==> src/rtl/fetch_unit_if.sv <==
// Fetch stage bus: PC handshake, instruction-memory request/response
// channels and the instruction hand-off toward decode.
interface fetch_if #(
    parameter int XLEN_PC = 32
);
    logic [XLEN_PC-1:0] pc;
    logic               pc_en;
    logic               flush;
    logic               imem_req_valid;
    logic               imem_req_ready;
    logic [XLEN_PC-1:0] imem_req_addr;
    logic               imem_resp_valid;
    logic [31:0]        imem_resp_data;
    logic               inst_valid;
    logic               inst_ready;
    logic [31:0]        inst;
    logic [XLEN_PC-1:0] inst_pc;
    logic               inst_fault;

    modport master (
        input  pc, flush, imem_req_ready, imem_resp_valid,
        input  imem_resp_data, inst_ready,
        output pc_en, imem_req_valid, imem_req_addr,
        output inst_valid, inst, inst_pc, inst_fault
    );

    modport slave (
        output pc, flush, imem_req_ready, imem_resp_valid,
        output imem_resp_data, inst_ready,
        input  pc_en, imem_req_valid, imem_req_addr,
        input  inst_valid, inst, inst_pc, inst_fault
    );
endinterface

==> src/rtl/fetch_unit.sv <==
// Instruction fetch stage: credit-limited request issue, in-order
// response tagging, flush drop counting and misaligned-PC fault marker.
module fetch_unit #(
    parameter int DEPTH   = 2,
    parameter int XLEN_PC = 32
) (
    input logic    clk,
    input logic    rst,
    fetch_if.master bus
);
    localparam int CW = $clog2(DEPTH + 1);
    localparam logic [CW:0] DEPTH_W = (CW + 1)'(DEPTH);

    typedef enum logic [1:0] {RUN, FAULT_PEND, FAULT_HALT} state_t;

    typedef struct packed {
        logic [XLEN_PC-1:0] pc;
        logic [31:0]        data;
        logic               fault;
    } ent_t;

    state_t             state;
    logic [CW-1:0]      outstanding;
    logic [CW-1:0]      drop_cnt;
    logic [CW-1:0]      buf_count;
    logic [XLEN_PC-1:0] tags [DEPTH];
    ent_t               obuf [DEPTH];

    logic          credit;
    logic          req_valid;
    logic          acc;
    logic          resp;
    logic          dropping;
    logic          fault_push;
    logic          pop;
    logic          push;
    ent_t          push_ent;
    logic [CW-1:0] obuf_wr;
    logic [CW-1:0] tag_wr;

    assign credit = ({1'b0, outstanding} + {1'b0, buf_count}) < DEPTH_W;
    assign req_valid = rst & (state == RUN) & ~bus.flush
                     & (bus.pc[1:0] == 2'b00) & credit;
    assign acc = req_valid & bus.imem_req_ready;
    assign resp = bus.imem_resp_valid;
    assign dropping = drop_cnt != '0;
    assign fault_push = (state == FAULT_PEND) & ~bus.flush
                      & (outstanding == '0) & ({1'b0, buf_count} < DEPTH_W);
    assign pop = (buf_count != '0) & bus.inst_ready;
    assign push = ~bus.flush & ((resp & ~dropping) | fault_push);
    assign obuf_wr = buf_count - CW'(pop);
    assign tag_wr = outstanding - CW'(resp);

    assign bus.pc_en          = acc;
    assign bus.imem_req_valid = req_valid;
    assign bus.imem_req_addr  = bus.pc;
    assign bus.inst_valid     = buf_count != '0;
    assign bus.inst           = obuf[0].data;
    assign bus.inst_pc        = obuf[0].pc;
    assign bus.inst_fault     = obuf[0].fault;

    // Entry entering the output buffer: fault marker or tagged response.
    always_comb begin
        push_ent = '0;
        if (fault_push) begin
            push_ent.pc    = bus.pc;
            push_ent.fault = 1'b1;
        end else begin
            push_ent.pc   = tags[0];
            push_ent.data = bus.imem_resp_data;
        end
    end

    // Control state, in-flight and drop counters, buffer occupancy.
    always_ff @(posedge clk or negedge rst) begin
        if (!rst) begin
            state       <= RUN;
            outstanding <= '0;
            drop_cnt    <= '0;
            buf_count   <= '0;
        end else begin
            outstanding <= outstanding + CW'(acc) - CW'(resp);
            if (bus.flush) begin
                drop_cnt  <= outstanding - CW'(resp);
                buf_count <= '0;
                state     <= RUN;
            end else begin
                if (resp & dropping)
                    drop_cnt <= drop_cnt - CW'(1);
                buf_count <= buf_count + CW'(push) - CW'(pop);
                unique case (state)
                    RUN:        if (bus.pc[1:0] != 2'b00) state <= FAULT_PEND;
                    FAULT_PEND: if (fault_push) state <= FAULT_HALT;
                    default:    state <= FAULT_HALT;
                endcase
            end
        end
    end

    // Tag FIFO as a shift queue: head at index 0, kept across flush.
    always_ff @(posedge clk or negedge rst) begin
        if (!rst) begin
            for (int i = 0; i < DEPTH; i++) tags[i] <= '0;
        end else begin
            if (resp)
                for (int i = 0; i < DEPTH - 1; i++) tags[i] <= tags[i + 1];
            if (acc)
                for (int i = 0; i < DEPTH; i++)
                    if (CW'(i) == tag_wr) tags[i] <= bus.pc;
        end
    end

    // Output buffer as a shift queue: head drives inst_* directly.
    always_ff @(posedge clk or negedge rst) begin
        if (!rst) begin
            for (int i = 0; i < DEPTH; i++) obuf[i] <= '0;
        end else if (!bus.flush) begin
            if (pop)
                for (int i = 0; i < DEPTH - 1; i++) obuf[i] <= obuf[i + 1];
            if (push)
                for (int i = 0; i < DEPTH; i++)
                    if (CW'(i) == obuf_wr) obuf[i] <= push_ent;
        end
    end

    // A response with nothing in flight means the memory broke ordering.
    resp_underflow: assert property (
        @(posedge clk) disable iff (!rst)
        !(bus.imem_resp_valid && outstanding == '0)
    );
endmodule

==> src/flat_wrapper.sv <==
// flat-port wrapper written by rule: the top's interface ports become plain ports
module fetch_unit_flat 
#(
    parameter int DEPTH   = 2,
    parameter int XLEN_PC = 32
)
  (clk, rst, bus_pc, bus_flush, bus_imem_req_ready, bus_imem_resp_valid, bus_imem_resp_data, bus_inst_ready, bus_pc_en, bus_imem_req_valid, bus_imem_req_addr, bus_inst_valid, bus_inst, bus_inst_pc, bus_inst_fault);
  fetch_if #(.XLEN_PC(XLEN_PC)) bus_i ();
  input logic clk;
  input logic rst;
  input wire logic [$bits(bus_i.pc)-1:0] bus_pc;
  input wire logic [$bits(bus_i.flush)-1:0] bus_flush;
  input wire logic [$bits(bus_i.imem_req_ready)-1:0] bus_imem_req_ready;
  input wire logic [$bits(bus_i.imem_resp_valid)-1:0] bus_imem_resp_valid;
  input wire logic [$bits(bus_i.imem_resp_data)-1:0] bus_imem_resp_data;
  input wire logic [$bits(bus_i.inst_ready)-1:0] bus_inst_ready;
  output wire logic [$bits(bus_i.pc_en)-1:0] bus_pc_en;
  output wire logic [$bits(bus_i.imem_req_valid)-1:0] bus_imem_req_valid;
  output wire logic [$bits(bus_i.imem_req_addr)-1:0] bus_imem_req_addr;
  output wire logic [$bits(bus_i.inst_valid)-1:0] bus_inst_valid;
  output wire logic [$bits(bus_i.inst)-1:0] bus_inst;
  output wire logic [$bits(bus_i.inst_pc)-1:0] bus_inst_pc;
  output wire logic [$bits(bus_i.inst_fault)-1:0] bus_inst_fault;
  assign bus_i.pc = bus_pc;
  assign bus_i.flush = bus_flush;
  assign bus_i.imem_req_ready = bus_imem_req_ready;
  assign bus_i.imem_resp_valid = bus_imem_resp_valid;
  assign bus_i.imem_resp_data = bus_imem_resp_data;
  assign bus_i.inst_ready = bus_inst_ready;
  assign bus_pc_en = bus_i.pc_en;
  assign bus_imem_req_valid = bus_i.imem_req_valid;
  assign bus_imem_req_addr = bus_i.imem_req_addr;
  assign bus_inst_valid = bus_i.inst_valid;
  assign bus_inst = bus_i.inst;
  assign bus_inst_pc = bus_i.inst_pc;
  assign bus_inst_fault = bus_i.inst_fault;
  fetch_unit #(.DEPTH(DEPTH), .XLEN_PC(XLEN_PC)) u_core (.clk(clk), .rst(rst), .bus(bus_i));
endmodule
==> config.mk <==
export PLATFORM = sky130hd
export DESIGN_NAME = fetch_unit_flat
export DESIGN_NICKNAME = d
export VERILOG_FILES = /design/src/rtl/fetch_unit_if.sv /design/src/rtl/fetch_unit.sv /design/src/flat_wrapper.sv
export SDC_FILE = /design/constraint.sdc
export NUM_CORES = 1
export LEC_CHECK = 0
export ABC_AREA = 1
export CORE_ASPECT_RATIO = 1.4
export CORE_MARGIN = 2
export CORE_UTILIZATION = 25
export CTS_CLUSTER_SIZE = 28
export DETAILED_ROUTE_END_ITERATION = 10
export GPL_TIMING_DRIVEN = 0
export PLACE_DENSITY = 0.41
export SYNTH_ARGS = -nofsm -noshare
export SYNTH_HDL_FRONTEND = slang
export SYNTH_SLANG_ARGS = --single-unit
==> constraint.sdc <==
create_clock -name clk -period 5.3 [get_ports clk]
set_input_delay 0.53 -clock clk [delete_from_list [all_inputs] [get_ports clk]]
set_output_delay 0.53 -clock clk [all_outputs]
set_load 0.05 [all_outputs]
* After elaboration in Yosys (flattened, before gate mapping)
Cells that the tools add are included.
** Word-level totals
- Output and inout bits :: 100
- Input port bits :: 70
- Register bits after elaboration :: 202
- Logic and storage cells :: 72
** Cells by class
- Equal/unequal tests :: 5
- Bitwise operators :: 15
- Muxes and demuxes :: 18
- $add $sub $neg :: 8
- $lt $le $gt $ge :: 2
- Reduce and logical (&&, ||, !) cells :: 12
** Operators with widths (count)
- $mux W65 :: 3
- $mux W32 :: 5
- $mux W130 :: 1
- $mux W64 :: 1
- $and A1 B1 Y1 :: 12
- $mux W2 :: 6
- $logic_not A2 Y1 :: 5
- $reduce_bool A2 Y1 :: 4
- $sub A2 B1 Y2 :: 4
- $add A2 B1 Y2 :: 2
- $eq A1 B2 Y1 const A :: 2
- $pmux W2 S2 :: 1
- $reduce_and A2 Y1 :: 2
- $add A2 B2 Y3 :: 1
- $lt A3 B2 Y1 const B :: 1
- $ne A3 B2 Y1 const B :: 1
- $ne A3 B3 Y1 const B :: 1
- $reduce_and A3 Y1 :: 1
- $eq A2 B1 Y1 const B :: 1
- $lt A2 B2 Y1 const B :: 1
- $not A1 Y1 :: 2
- $sub A2 B1 Y2 const B :: 1
- $mux W1 :: 1
- $or A1 B1 Y1 :: 1

* Longest topological paths before layout
- Depth in word-level cells :: 9
- Depth in mapped cells :: 15
- Gate-level depth less buffers :: 14

* Worst setup path before layout
No wires, ideal clock.
- Path type :: register to register
- Start point :: reg u_core.outstanding[0]
- End point :: reg u_core.outstanding[1]
- Library setup time :: 0.117 ns
- Buffers on the path :: 0
- Period minus slack after synthesis :: 2.755 ns
- Data arrival time :: 2.638 ns
- Cell stages (with the launch flop) :: 15
- Data required time :: 5.183 ns
- Setup slack :: 2.545 ns
- Cell sequence :: dfrtp_1 > nand2_1 > inv_1 > fa_1 > nor2_1 > nand2_1 > nor2_4 > nand2_1 > inv_1 > nand2_1 > nand2_1 > ha_1 > xor2_1 > nand3b_1 > nand2_1
** On the way
- Cells in the longest elaborated chain, start to end :: 6
** RTL lines
- start, declared :: line fetch_unit.sv:23 : logic [CW-1:0] outstanding;
- start signal, assigned :: line fetch_unit.sv:82 : outstanding <= outstanding + CW'(acc) - CW'(resp);
- $add A2 B2 Y3 :: line fetch_unit.sv:41 : assign credit = ({1'b0, outstanding} + {1'b0, buf_count}) < DEPTH_W;
- $lt A3 B2 Y1 :: line fetch_unit.sv:41
- $and A1 B1 Y1 :: line fetch_unit.sv:43 : & (bus.pc[1:0] == 2'b00) & credit;
- via bus_imem_req_valid :: line flat_wrapper.sv:18 : output wire logic [$bits(bus_i.imem_req_valid)-1:0] bus_imem_req_valid;
- $and A1 B1 Y1 :: line fetch_unit.sv:44 : assign acc = req_valid & bus.imem_req_ready;
- via bus_pc_en :: line flat_wrapper.sv:17 : output wire logic [$bits(bus_i.pc_en)-1:0] bus_pc_en;
- $add A2 B1 Y2 :: line fetch_unit.sv:82
- $sub A2 B1 Y2 :: line fetch_unit.sv:82
The timed path passes the listed nets, and every way through them passes these cells.
A chain may end at the register's enable or synchronous reset.

* Final worst setup path
- Start point :: reg u_core.outstanding[0]
- End point :: out bus_pc_en
** On the way
- Cells in the longest elaborated chain, start to end :: 4
** RTL lines (line)
- $add A2 B2 Y3 :: fetch_unit.sv:41
- $lt A3 B2 Y1 :: fetch_unit.sv:41
- $and A1 B1 Y1 :: fetch_unit.sv:43
- $and A1 B1 Y1 :: fetch_unit.sv:44
- end, declared :: flat_wrapper.sv:17
No other way between the ends.

==> results.cfg <==
[route]
ant_nets = 0
wirelength_um = 38500
drtIter0Drc = 452
wl_per_cell_um = 15.8
viasPerCell = 4.34
vias = 10545
drc_errors = 0
dr.pass1.iters = 5

[setup_path]
crit_top_cell = nand2_1
critPathCaptureType = output port
worstPathArrival_ps = 3110
path_class = flop to output port
path_buf_inv = 3
path_max_fanout = 4
critPathTopFamily = buffers and inverters
max_stage_delay_ps = 830
reg2reg_from = u_core.buf_count[1]$_DFF_PN0_
critical-path-slowest-cell = clkdlybuf4s50_1
cp-start-kind = flop
path_cells = nand2_1 -> inv_1 -> fa_1 -> nor2_1 -> nand2_1 -> nor2_4 -> nand2_1 -> inv_1 -> clkdlybuf4s50_1
startpoint = u_core.outstanding[0]$_DFF_PN0_
critPathRequiredTime_ps = 4770

[timing]
final_max_slew_viol_count = 0
slew_headroom_pct = 50.8
worst_pin_slew_ps = 738
period_needed_ps = 3640
finalHoldViolCount = 0
finalSetupViolCount = 0
rsz0062_at_grt = no
clock_skew_ps = 16.8
post-route-period-util_pct = 68.8
setup_tns_ps = 0
fmax_mhz = 274

[clock_tree]
clkLatencyLatePin_ps = 530
cts_resized = 0
clkSinkCount = 202
cts_tree = done
cts.reportedPaths.clkPinSlew_ps = 60
clockRootBuffer = clkbuf_16
post_cts_buffers = 0
cts_buffers = 24
ctsHoldBuffers = 1
clockBufferDepth = 3
htree_levels = 1

[synthesis]
avgSynthCellArea_um2 = 7.21
async_flop_share_pct = 100
synth_flop_cell = dfrtp_1
synth_nets = 1676
ys_warn_count = 0
synth.distinct_cells = 34
ys_seq_elements = 202
syn_inst = 1600
seq_area_frac_synth_pct = 43.8
syn-cell-area_um2 = 11500
synth_edf_count = 0

[hold_path]
hold_path_class = input port to flop
hold_path_startpoint = bus_flush

[place]
hpwl_um = 27700
place.gp.congestion = 0.753
port_buffers = 167
place_inst = 2386

[pwr]
p_leak_nw = 7.57
power_mw = 8.22
max-vdd-ir-drop_mv = 0.227
power.density_nw_per_um2 = 555

[global_routing]
overflow = 0
grt_usage_pct = 16.4
grt_max_degree = 81
grt_pass1_vias = 10443
grt_pass1_wl_um = 61100
antenna_found_initial = 0

[finish]
antenna_cells = 0
register_area_um2 = 5050
n_fill_cell = 4987
multi_input_area_um2 = 4690
most-common-layout-cells = nand2_1 (703), dfrtp_1 (202), clkdlybuf4s50_1 (166), inv_1 (130), nand3_1 (120)
post_route_cells_drive_above_1_share_pct = 13.1
fin_nets = 1872
fin_cells = 2429
final_common_cell = nand2_1
syn_to_final_growth_pct = 28.5

[flow_run]
max_cap_viol_count = 0

[floorplanning]
fp.dieArea_um2 = 47900
start_util_pct = 25.2
rows = 93
ios = 170
fp.dieH_um = 258
core_um2 = 45700
die-width_um = 186

[outcome]
outcome = finished, final reports clean
kinds of logic after synthesis:
kind of cell,synth area share (%)
flops,43.8
xor+xnor,0.228
compound gates,9.95
buf+inv,15.5
simple gates,29.8
fa+ha+maj,0.716
cell type report:
| class | count | area share [%] |
|---|---|---|
| Sequential cell | 202 | 34.1 |
| Multi-Input combinational cell | 1070 | 31.7 |
| Timing Repair Buffer | 170 | 11.8 |
| Buffer | 193 | 8.61 |
| Tap cell | 617 | 5.21 |
| Clock buffer | 39 | 4.92 |
| Inverter | 135 | 3.42 |
| Clock inverter | 3 | 0.270 |
power by group:
group,switching [mW],internal (mW)
logic,2.61,1.51
registers,0.338,2.10
clock network,0.680,0.980
total,3.62,4.60
per-stage QoR:
step	util (%)	cell area (um2)	hold WS [ps]	setup slack [ps]
floorplan	-	11500	234	2550
global placement	30.6	14000	454	-6500
detailed placement	30.7	14000	452	1910
CTS	32.4	14800	372	1620
global route	32.4	14800	404	1520
finish	32.4	14800	396	1660
path summary, 6_finish.rpt:
kind / slack (ps) / end / depth (start not counted)
worst max-delay path: 1660 / bus_pc_en / 9
worst min-delay path: 400 / u_core.drop_cnt[0]$_DFFE_PN0P_ / 3
worst max register to register: 2300 / u_core.bus.inst_pc[3]$_DFFE_PN0N_ / 14
worst min register to register: 460 / u_core.tags[1]$_DFFE_PN0P_ / 2
max in group asynchronous: 3620 / u_core.obuf[21]$_DFFE_PN0P_ / 4
min in group asynchronous: 540 / u_core.bus.inst_pc[8]$_DFFE_PN0N_ / 2
tightest hold or removal path: cells and delay by family:
family | cells | cell delay, ps
compound gates | 2 | 210
buf+inv | 1 | 130
metal layers:
| layer | vias up | share of wire [%] | track usage (%) |
|---|---|---|---|
| met4 | 0 | 1.7 | 3.97 |
| li1 | 5262 | - | - |
| met2 | 238 | 51 | 29.3 |
| met1 | 5011 | 43 | 21.0 |
| met5 | - | 0 | 0 |
| met3 | 34 | 3.9 | 1.57 |
registers in the layout, indices dropped and copies added, names as in the netlist:
register,cells
u_core.obuf,65
u_core.tags,64
u_core.bus.inst,32
u_core.bus.inst_pc,32
u_core.buf_count,2
u_core.drop_cnt,2
u_core.outstanding,2
u_core.state,2
u_core.bus.inst_fault,1
synth_stat cells (2+ instances only):
| cell type | n | area (um2) |
|---|---|---|
| a21oi_1 | 3 | 15.0 |
| buf_1 | 4 | 15.0 |
| buf_2 | 35 | 175 |
| buf_4 | 105 | 788 |
| buf_6 | 15 | 169 |
| clkbuf_1 | 34 | 128 |
| dfrtp_1 | 202 | 5050 |
| ha_1 | 5 | 62.6 |
| inv_1 | 130 | 488 |
| inv_2 | 5 | 18.8 |
| nand2_1 | 703 | 2640 |
| nand2_2 | 3 | 18.8 |
| nand3_1 | 120 | 601 |
| nor2_1 | 22 | 82.6 |
| o21ai_0 | 107 | 536 |
| o21ai_1 | 59 | 295 |
| o21ai_2 | 30 | 263 |
| xor2_1 | 2 | 17.5 |
Note: power is estimated with default switching activity, not from simulation.
